**config.mk**
```make
export PLATFORM = sky130hd
export DESIGN_NAME = imem_loader_flat
export DESIGN_NICKNAME = d
export VERILOG_FILES = /design/src/rtl/imem_loader_if.sv /design/src/rtl/imem_loader.sv /design/src/flat_wrapper.sv
export SDC_FILE = /design/constraint.sdc
export NUM_CORES = 1
export LEC_CHECK = 0
export CAP_MARGIN = 20
export CORE_ASPECT_RATIO = 2
export CORE_UTILIZATION = 55
export CTS_CLUSTER_DIAMETER = 50
export CTS_CLUSTER_SIZE = 16
export DETAILED_ROUTE_END_ITERATION = 10
export PLACE_DENSITY = 0.8
export SYNTH_ARGS = -nofsm -noshare
export SYNTH_HDL_FRONTEND = slang
export SYNTH_SLANG_ARGS = --single-unit
```
**constraint.sdc**
```tcl
create_clock -name clk -period 4.08 [get_ports clk]
set_input_delay 1.02 -clock clk [delete_from_list [all_inputs] [get_ports clk]]
set_output_delay 1.02 -clock clk [all_outputs]
set_load 0.02 [all_outputs]
```
**src/rtl/imem_loader_if.sv**
```systemverilog
// Bundles the UART byte input and the instruction-memory write / status outputs of the loader.
// No storage; this file only carries signals between the loader and its neighbours.
// No backpressure: the byte stream cannot be stalled and the memory write port is always ready.
interface imem_loader_if #(
  parameter int unsigned ADDR_W = 32
);
  logic              rx_valid;
  logic [7:0]        rx_data;
  logic              imem_we;
  logic [ADDR_W-1:0] imem_addr;
  logic [31:0]       imem_wdata;
  logic              cpu_reset;
  logic              done;
  logic              err;
  logic [1:0]        err_code;

  // Loader side: consumes bytes, drives the memory write port and status.
  modport master (
    input  rx_valid, rx_data,
    output imem_we, imem_addr, imem_wdata, cpu_reset, done, err, err_code
  );

  // Environment side: supplies bytes, observes writes and status.
  modport slave (
    output rx_valid, rx_data,
    input  imem_we, imem_addr, imem_wdata, cpu_reset, done, err, err_code
  );
endinterface

```
**src/rtl/imem_loader.sv**
```systemverilog
// Boot loader: frames a UART byte stream into 32-bit words, writes imem, releases the CPU once verified.
// Latency: imem write pulse 1 cycle after the 4th byte of a word; done/err 1 cycle after the deciding byte.
// No backpressure: a byte may arrive every cycle and is always consumed (ignored once DONE or ERROR).
module imem_loader #(
  parameter int unsigned       ADDR_W    = 32,
  parameter logic [ADDR_W-1:0] BASE_ADDR = '0,
  parameter int unsigned       MAX_WORDS = 64,
  parameter int unsigned       TIMEOUT   = 1000000
) (
  input logic         clk,
  input logic         reset,
  imem_loader_if.master bus
);

  // Idle counter only needs to reach TIMEOUT-1 before the limit fires.
  localparam int unsigned TW = (TIMEOUT < 2) ? 1 : $clog2(TIMEOUT);

  typedef enum logic [2:0] {
    IDLE   = 3'd0,
    CNT_HI = 3'd1,
    DATA   = 3'd2,
    CHECK  = 3'd3,
    DONE   = 3'd4,
    ERROR  = 3'd5
  } state_t;

  state_t state, state_n;

  // Frame parsing state.
  logic [7:0]        cnt_lo;
  logic [15:0]       words_rem;
  logic [1:0]        byte_idx;
  logic [23:0]       shift;      // first three bytes of the word in progress, newest on top
  logic [7:0]        csum;
  logic [TW-1:0]     tmo_cnt;

  // Output registers, kept apart from the shift register so assembly of the next word
  // can start while the previous write pulse is still on the bus.
  logic              imem_we;
  logic [ADDR_W-1:0] imem_addr;
  logic [31:0]       imem_wdata;
  logic [1:0]        err_code;

  // Combinational decode of the current cycle.
  logic              word_wr;
  logic              timed;
  logic              tmo_hit;
  logic [1:0]        err_code_n;
  logic [15:0]       count_n;

  // Next-state logic: frame sequencing, checksum decision, count limit and idle timeout.
  always_comb begin
    state_n    = state;
    word_wr    = 1'b0;
    err_code_n = err_code;
    count_n    = {bus.rx_data, cnt_lo};
    timed      = (state == CNT_HI) || (state == DATA) || (state == CHECK);
    // A byte arriving on the limit cycle wins over the timeout.
    tmo_hit    = timed && !bus.rx_valid && (tmo_cnt == TW'(TIMEOUT - 1));

    case (state)
      IDLE: begin
        if (bus.rx_valid) state_n = CNT_HI;
      end
      CNT_HI: begin
        if (bus.rx_valid) begin
          if ({16'd0, count_n} > MAX_WORDS) begin
            state_n    = ERROR;
            err_code_n = 2'b01;
          end else if (count_n == 16'd0) begin
            state_n = CHECK;
          end else begin
            state_n = DATA;
          end
        end
      end
      DATA: begin
        if (bus.rx_valid && (byte_idx == 2'd3)) begin
          word_wr = 1'b1;
          if (words_rem == 16'd1) state_n = CHECK;
        end
      end
      CHECK: begin
        if (bus.rx_valid) begin
          if (bus.rx_data == csum) begin
            state_n = DONE;
          end else begin
            state_n    = ERROR;
            err_code_n = 2'b10;
          end
        end
      end
      default: ; // DONE and ERROR hold until reset
    endcase

    if (tmo_hit) begin
      state_n    = ERROR;
      err_code_n = 2'b11;
    end
  end

  // State register.
  always_ff @(posedge clk) begin
    if (reset) state <= IDLE;
    else       state <= state_n;
  end

  // Datapath: byte assembly, running XOR, word count, idle timer and the write port.
  always_ff @(posedge clk) begin
    if (reset) begin
      cnt_lo     <= '0;
      words_rem  <= '0;
      byte_idx   <= '0;
      shift      <= '0;
      csum       <= '0;
      tmo_cnt    <= '0;
      imem_we    <= 1'b0;
      imem_addr  <= BASE_ADDR;
      imem_wdata <= '0;
      err_code   <= 2'b00;
    end else begin
      err_code <= err_code_n;
      imem_we  <= word_wr;

      if (word_wr) imem_wdata <= {bus.rx_data, shift};
      if (imem_we) imem_addr  <= imem_addr + ADDR_W'(4);

      if (state == IDLE && bus.rx_valid) cnt_lo <= bus.rx_data;

      if (state == CNT_HI && bus.rx_valid) words_rem <= count_n;
      else if (word_wr)                    words_rem <= words_rem - 16'd1;

      if (state == DATA && bus.rx_valid) begin
        shift    <= {bus.rx_data, shift[23:8]};
        byte_idx <= byte_idx + 2'd1;
      end

      // Checksum covers the count bytes and every data byte, not the checksum byte itself.
      if (bus.rx_valid && (state == IDLE || state == CNT_HI || state == DATA))
        csum <= csum ^ bus.rx_data;

      if (!timed || bus.rx_valid) tmo_cnt <= '0;
      else if (!tmo_hit)          tmo_cnt <= tmo_cnt + TW'(1);
    end
  end

  assign bus.imem_we    = imem_we;
  assign bus.imem_addr  = imem_addr;
  assign bus.imem_wdata = imem_wdata;
  assign bus.cpu_reset  = (state != DONE);
  assign bus.done       = (state == DONE);
  assign bus.err        = (state == ERROR);
  assign bus.err_code   = err_code;

endmodule

```
**src/flat_wrapper.sv**
```systemverilog
// flat-port wrapper written by rule: the top's interface ports become plain ports
module imem_loader_flat 
#(
  parameter int unsigned       ADDR_W    = 32,
  parameter logic [ADDR_W-1:0] BASE_ADDR = '0,
  parameter int unsigned       MAX_WORDS = 64,
  parameter int unsigned       TIMEOUT   = 1000000
)
  (clk, reset, bus_rx_valid, bus_rx_data, bus_imem_we, bus_imem_addr, bus_imem_wdata, bus_cpu_reset, bus_done, bus_err, bus_err_code);
  imem_loader_if #(.ADDR_W(ADDR_W)) bus_i ();
  input logic clk;
  input logic reset;
  input wire logic [$bits(bus_i.rx_valid)-1:0] bus_rx_valid;
  input wire logic [$bits(bus_i.rx_data)-1:0] bus_rx_data;
  output wire logic [$bits(bus_i.imem_we)-1:0] bus_imem_we;
  output wire logic [$bits(bus_i.imem_addr)-1:0] bus_imem_addr;
  output wire logic [$bits(bus_i.imem_wdata)-1:0] bus_imem_wdata;
  output wire logic [$bits(bus_i.cpu_reset)-1:0] bus_cpu_reset;
  output wire logic [$bits(bus_i.done)-1:0] bus_done;
  output wire logic [$bits(bus_i.err)-1:0] bus_err;
  output wire logic [$bits(bus_i.err_code)-1:0] bus_err_code;
  assign bus_i.rx_valid = bus_rx_valid;
  assign bus_i.rx_data = bus_rx_data;
  assign bus_imem_we = bus_i.imem_we;
  assign bus_imem_addr = bus_i.imem_addr;
  assign bus_imem_wdata = bus_i.imem_wdata;
  assign bus_cpu_reset = bus_i.cpu_reset;
  assign bus_done = bus_i.done;
  assign bus_err = bus_i.err;
  assign bus_err_code = bus_i.err_code;
  imem_loader #(.ADDR_W(ADDR_W), .BASE_ADDR(BASE_ADDR), .MAX_WORDS(MAX_WORDS), .TIMEOUT(TIMEOUT)) u_core (.clk(clk), .reset(reset), .bus(bus_i));
endmodule
```
Yosys cells after proc, flatten, opt, wreduce, memory -nomap -nowiden
Cells that the tools add are included.
{"block": "word_totals", "out_inout_bits": 70, "reg_bits": 148, "word_cells": 85, "input_bits": 11}
{"block": "op_classes", "n_mux": 20, "n_eq_ne": 22, "n_reduce_logical": 25, "order_cmp": 1, "bitwise": 1, "add_sub_neg": 4}
{"op": "$add A32 B3 Y32 const B", "count": 1}
{"op": "$mux W16", "count": 2}
{"op": "$mux W3", "count": 7}
{"op": "$ne A3 B2 Y1 const B", "count": 7}
{"op": "$add A20 B1 Y20 const B", "count": 1}
{"op": "$eq A20 B20 Y1 const B", "count": 1}
{"op": "$eq A16 B1 Y1 const B", "count": 1}
{"op": "$gt A16 B7 Y1 const B", "count": 1}
{"op": "$logic_not A16 Y1", "count": 1}
{"op": "$sub A16 B1 Y16 const B", "count": 1}
{"op": "$pmux W3 S4", "count": 1}
{"op": "$reduce_and A6 Y1", "count": 2}
{"op": "$mux W2", "count": 5}
{"op": "$ne A2 B2 Y1 const B", "count": 5}
{"op": "$eq A8 B8 Y1", "count": 1}
{"op": "$xor A8 B8 Y8", "count": 1}
{"op": "$logic_and A1 B1 Y1", "count": 7}
{"op": "$eq A3 B2 Y1 const B", "count": 2}
{"op": "$eq A3 B3 Y1 const B", "count": 2}
{"op": "$logic_or A1 B1 Y1", "count": 5}
{"op": "$reduce_and A5 Y1", "count": 1}
{"op": "$reduce_bool A5 Y1", "count": 1}
{"op": "$mux W1", "count": 4}
{"op": "$pmux W2 S2", "count": 1}
{"op": "other kinds (10)", "count": 12}

Logic depth before layout (Yosys ltp)
{"block": "depth", "ltp_word": 7, "depth_mapped": 7, "depth_no_buf": 7}

Worst setup path after synthesis
No wires, ideal clock.
{"block": "synth_path", "path_type": "register to register", "startpoint": "register u_core.imem_addr[2], in the netlist u_core.bus.imem_addr[2]", "endpoint": "register u_core.imem_addr[30], in the netlist u_core.bus.imem_addr[30]", "required_ns": 4.010, "synth_period_minus_slack_ns": 2.563, "path_stages_with_launch": 8, "n_path_buf": 1, "t_arrival_ns": 2.492, "slack_ns": 1.517, "path_cell_list": "dfxtp_1 ha_1 nand4_2 or4b_1 buf_6 or3_4 or4_1 a21oi_1"}
{"block": "synth_between", "elab_chain_len": 1}
{"element": "from (decl)", "line": "imem_loader.sv:40", "text": "logic [ADDR_W-1:0] imem_addr;"}
{"element": "from (signal assigned)", "line": "imem_loader.sv:126", "text": "if (imem_we) imem_addr <= imem_addr + ADDR_W'(4);"}
{"element": "$add A32 B3 Y32", "line": "imem_loader.sv:126"}
No other way between the ends.
A chain may end at the register's enable or synchronous reset.

Worst setup path after layout
{"block": "layout_path", "startpoint": "register u_core.state[0]", "endpoint": "output bus_err"}
{"block": "layout_between", "elab_chain_len": 1}
{"element": "from (decl)", "line": "imem_loader.sv:27", "text": "state_t state, state_n;"}
{"element": "from (signal assigned)", "line": "imem_loader.sv:105", "text": "else state <= state_n;"}
{"element": "$eq A3 B3 Y1", "line": "imem_loader.sv:152", "text": "assign bus.err = (state == ERROR);"}
{"element": "to (decl)", "line": "flat_wrapper.sv:20", "text": "output wire logic [$bits(bus_i.err)-1:0] bus_err;"}
No other way between the ends.

==> summary.md <==
| Metric | Value |
|---|---|
| Global-route wire length before repair | `about 25000 um` |
| Root Driver | `clkbuf_16` |
| I/O Buffers | `78` |
| Via count | `5615` |
| Final GP Congestion | `a little over 0.9` |
| Final Cycle Share | `0.732` |
| Least-Margin Pin Slew | `roughly 0.9 ns` |
| Cell variety after synth | `55` |
| Die H | `~150 um` |
| Crit Path Category | `register to output port` |
| RSZ-0062 raised after global routing | `no` |
| Met1 WL | `a little under 6000 um` |
| Ys async rst share | `0` |
| Ys flop type | `dfxtp_1` |
| CTS H-Tree Depth | `4` |
| Synth top area share | `0.469` |
| Total GRT Usage | `0.267` |
| Synth warn | `0` |
| Clock Pin Slew Worst Setup and Hold Paths | `about 0.060 ns` |
| Max-slew violation count | `0` |
| Leak | `between 2 and 3 nW` |
| Gr ovfl total | `0` |
| Hold_buf cts | `0` |
| Antenna violations before repair | `0` |
| CTS buffer count | `17` |
| Final setup violation count | `0` |
| Number of global-route vias before repair | `around 5500` |
| Post-synth top area cell | `dfxtp_1` |
| Detail Placement HPWL | `between 10000 and 15000 um` |
| Post-synthesis mux area share | `0.00502` |
| Synth top area cells | `dfxtp_1 (47%), nand2_1 (10%), a21oi_1 (6.7%)` |
| Worst hold path class | `register to register` |
| Top sig layer | `met4` |
| Most common cell after layout, fill and taps aside | `nand2_1` |
| Finished Layout Cells | `around 1000` |
| CTS max path bufs | `2` |
| Synth Area in XOR/XNOR | `0.0772` |
| Yosys reg bits | `around 150` |
| Share of cells above drive strength 1 | `0.0629` |
| CP max stage cell | `clkdlybuf4s50_1` |
| Maximum VDD drop | `~0.33 mV` |
| First DRT Iteration DRCs | `between 200 and 300` |
| Power Density | `around 410 nW/um^2` |
| Required time of the critical path | `a little over 3 ns` |
| Worst r2r path cells | `6` |
| Slew margin rel. | `0.379` |
| Final antenna-violating net count | `0` |
| Number of flops mapped to enable cells by yosys | `0` |
| Ports | `between 80 and 90` |
| Setup Buffers After CTS | `0` |
| Final core utilization | `0.699` |
| Synth Cell Area | `6240 um^2` |
| Layout Skew | `between 0.007 and 0.008 ns` |
| Layout Nets | `between 800 and 900` |
| Vias per cell | `5.71` |
| Hold Fails Final Rpt | `0` |
| Worst skew pair latency | `~0.42 ns` |
| F_max | `approximately 0.33 GHz` |
| Crit path launch type | `register` |
| Crit path DAT | `1.97 ns` |
| Detailed-routed wire length on met3 | `between 600 and 700 um` |
| DRT Wirelength | `between 15000 and 20000 um` |
| Synth Area in Compound Gates | `0.125` |
| Hold Crit Depth | `2` |
| Final antenna diode count | `0` |
| Largest net degree at the start of global routing | `90` |
| Die area | `~12000 um^2` |
| Synth Area in Simple Gates | `0.273` |
| DRC viols | `0` |
| Crit path time final | `roughly 3 ns` |
| Cell count after synthesis | `about 770` |
| Starting Density | `0.570` |
| Critical-path maximum fanout | `14` |
| Worst path cell trace | `nand2b_1, nor2_1, clkdlybuf4s50_1` |
| Post-route cell area | `7650 um^2` |
| TritonCTS clock tree | `yes` |
| Max_cap viols | `0` |
| Placed cells | `approximately 950` |
| Placed Area | `a little over 7000 um^2` |
| DR WL/cell | `approximately 16 um` |
| Syn_area_per_cell | `just over 8 um^2` |
| Commonest non-fill, non-tap cells in the layout | `nand2_1 (173), dfxtp_1 (146), a21oi_1 (84), clkdlybuf4s50_1 (77), nor2_1 (68)` |
| Outcome | `finished clean` |
| WL met2 | `around 8400 um` |
| Register area share after synthesis | `0.469` |
| Core area | `10900 um^2` |
| Minimum hold slack | `between 0.4 and 0.5 ns` |
| Die width | `77.3 um` |
| Max stage delay on crit path | `between 0.6 and 0.7 ns` |
| First-pass iteration count of the detailed router | `5` |
| # clock sinks | `about 150` |
| Row cnt | `54` |
| P&R area growth vs syn | `22.7%` |
| Final setup TNS | `0 ns` |
| Post-Synth Adder-Cell Area | `0.0100` |
| Main combinational cell family by area after synthesis | `simple AND/OR/NAND/NOR gates` |
| CP Capture Type | `output port` |
| Post-cts gate resize count | `0` |
cell type report:
type                       instances  area (um^2)
multi-input combinational        564         3080
inverter                          13         48.8
fill                             897         3290
timing repair buffer              88          853
sequential                       146         2920
tap                              140          175
clock buffer                      19          443
clock inverter                    13          126
critical path, delay by kind of cell (launching register included):
kind                   cells  cell delay, ns
buffers and inverters      1            0.62
flip-flops                 1            0.61
AND/OR/NAND/NOR            2            0.32
report_power, final:
group / total, mW / switching, mW / internal [mW]
registers: 1.47 / 0.0223 / 1.45
clock network: 1.48 / 0.618 / 0.864
logic: 0.157 / 0.0987 / 0.0580
total: 3.11 / 0.739 / 2.37
registers in the layout, summed over array words and instances (netlist names):
signal                 cells
u_core.shift              24
u_core.csum                8
u_core.bus.imem_addr      30
u_core.state               3
u_core.cnt_lo              8
u_core.words_rem          16
u_core.tmo_cnt            20
u_core.bus.err_code        2
u_core.byte_idx            2
u_core.bus.imem_we         1
u_core.bus.imem_wdata     32
Yosys cell counts (all sizes together), types with 2 or more instances:
library cell  instances
ha                    5
o31a                  2
o21ai                14
buf                   5
or2                   5
or4                   3
nor4b                 3
a31oi                 8
dfxtp               146
nand2b                4
a2bb2oi               2
inv                  13
xor2                 32
a21oi                84
and3                  6
o311ai                2
a211oi                4
o21a                  4
nor2b                 4
nand4b                2
nand4                11
xnor2                23
nor4                 13
clkbuf               45
nor2                 68
nor3b                 2
nand3                17
nand4bb               2
nor3                 19
or3                  17
nand2               173
o31ai                 2
o211ai                4
and2                  2
a221oi                3
and4                  8
mux2i                 2
final timing paths:
kind                           startpoint                        to  slack [ns]
setup / recovery          u_core.state[0]                   bus_err        1.09
hold / removal            u_core.shift[4]           u_core.shift[4]        0.45
setup reg to reg  u_core.bus.imem_addr[2]  u_core.bus.imem_addr[30]        1.39
hold reg to reg           u_core.shift[4]           u_core.shift[4]        0.45
stage by stage:
stage	power (mW)	worst slack, ns
after floorplan	1.60	1.52
after global placement	1.65	0.843
after detailed placement	1.65	0.762
after CTS	3.13	1.12
after global routing	3.20	1.01
final	3.11	1.09
per-layer routing:
layer | vias up | track usage
met3 | 44 | 0.0593
met2 | 154 | 0.488
met1 | 2680 | 0.276
met5 | - | 0
met4 | 0 | 0.139
li1 | 2737 | -
cells by family (layout without fill, tap and decap cells):
group / count (synthesis) / after routing
and+or+nand+nor: 364 / 364
DFF: 146 / 146
AOI/OAI and AO/OA: 135 / 135
buffers and inverters: 63 / 133
xor gates and xnor gates: 55 / 55
adders and majority gates: 5 / 5
muxes: 3 / 3
other: 1 / 2
(Power assumes the default switching activity.)
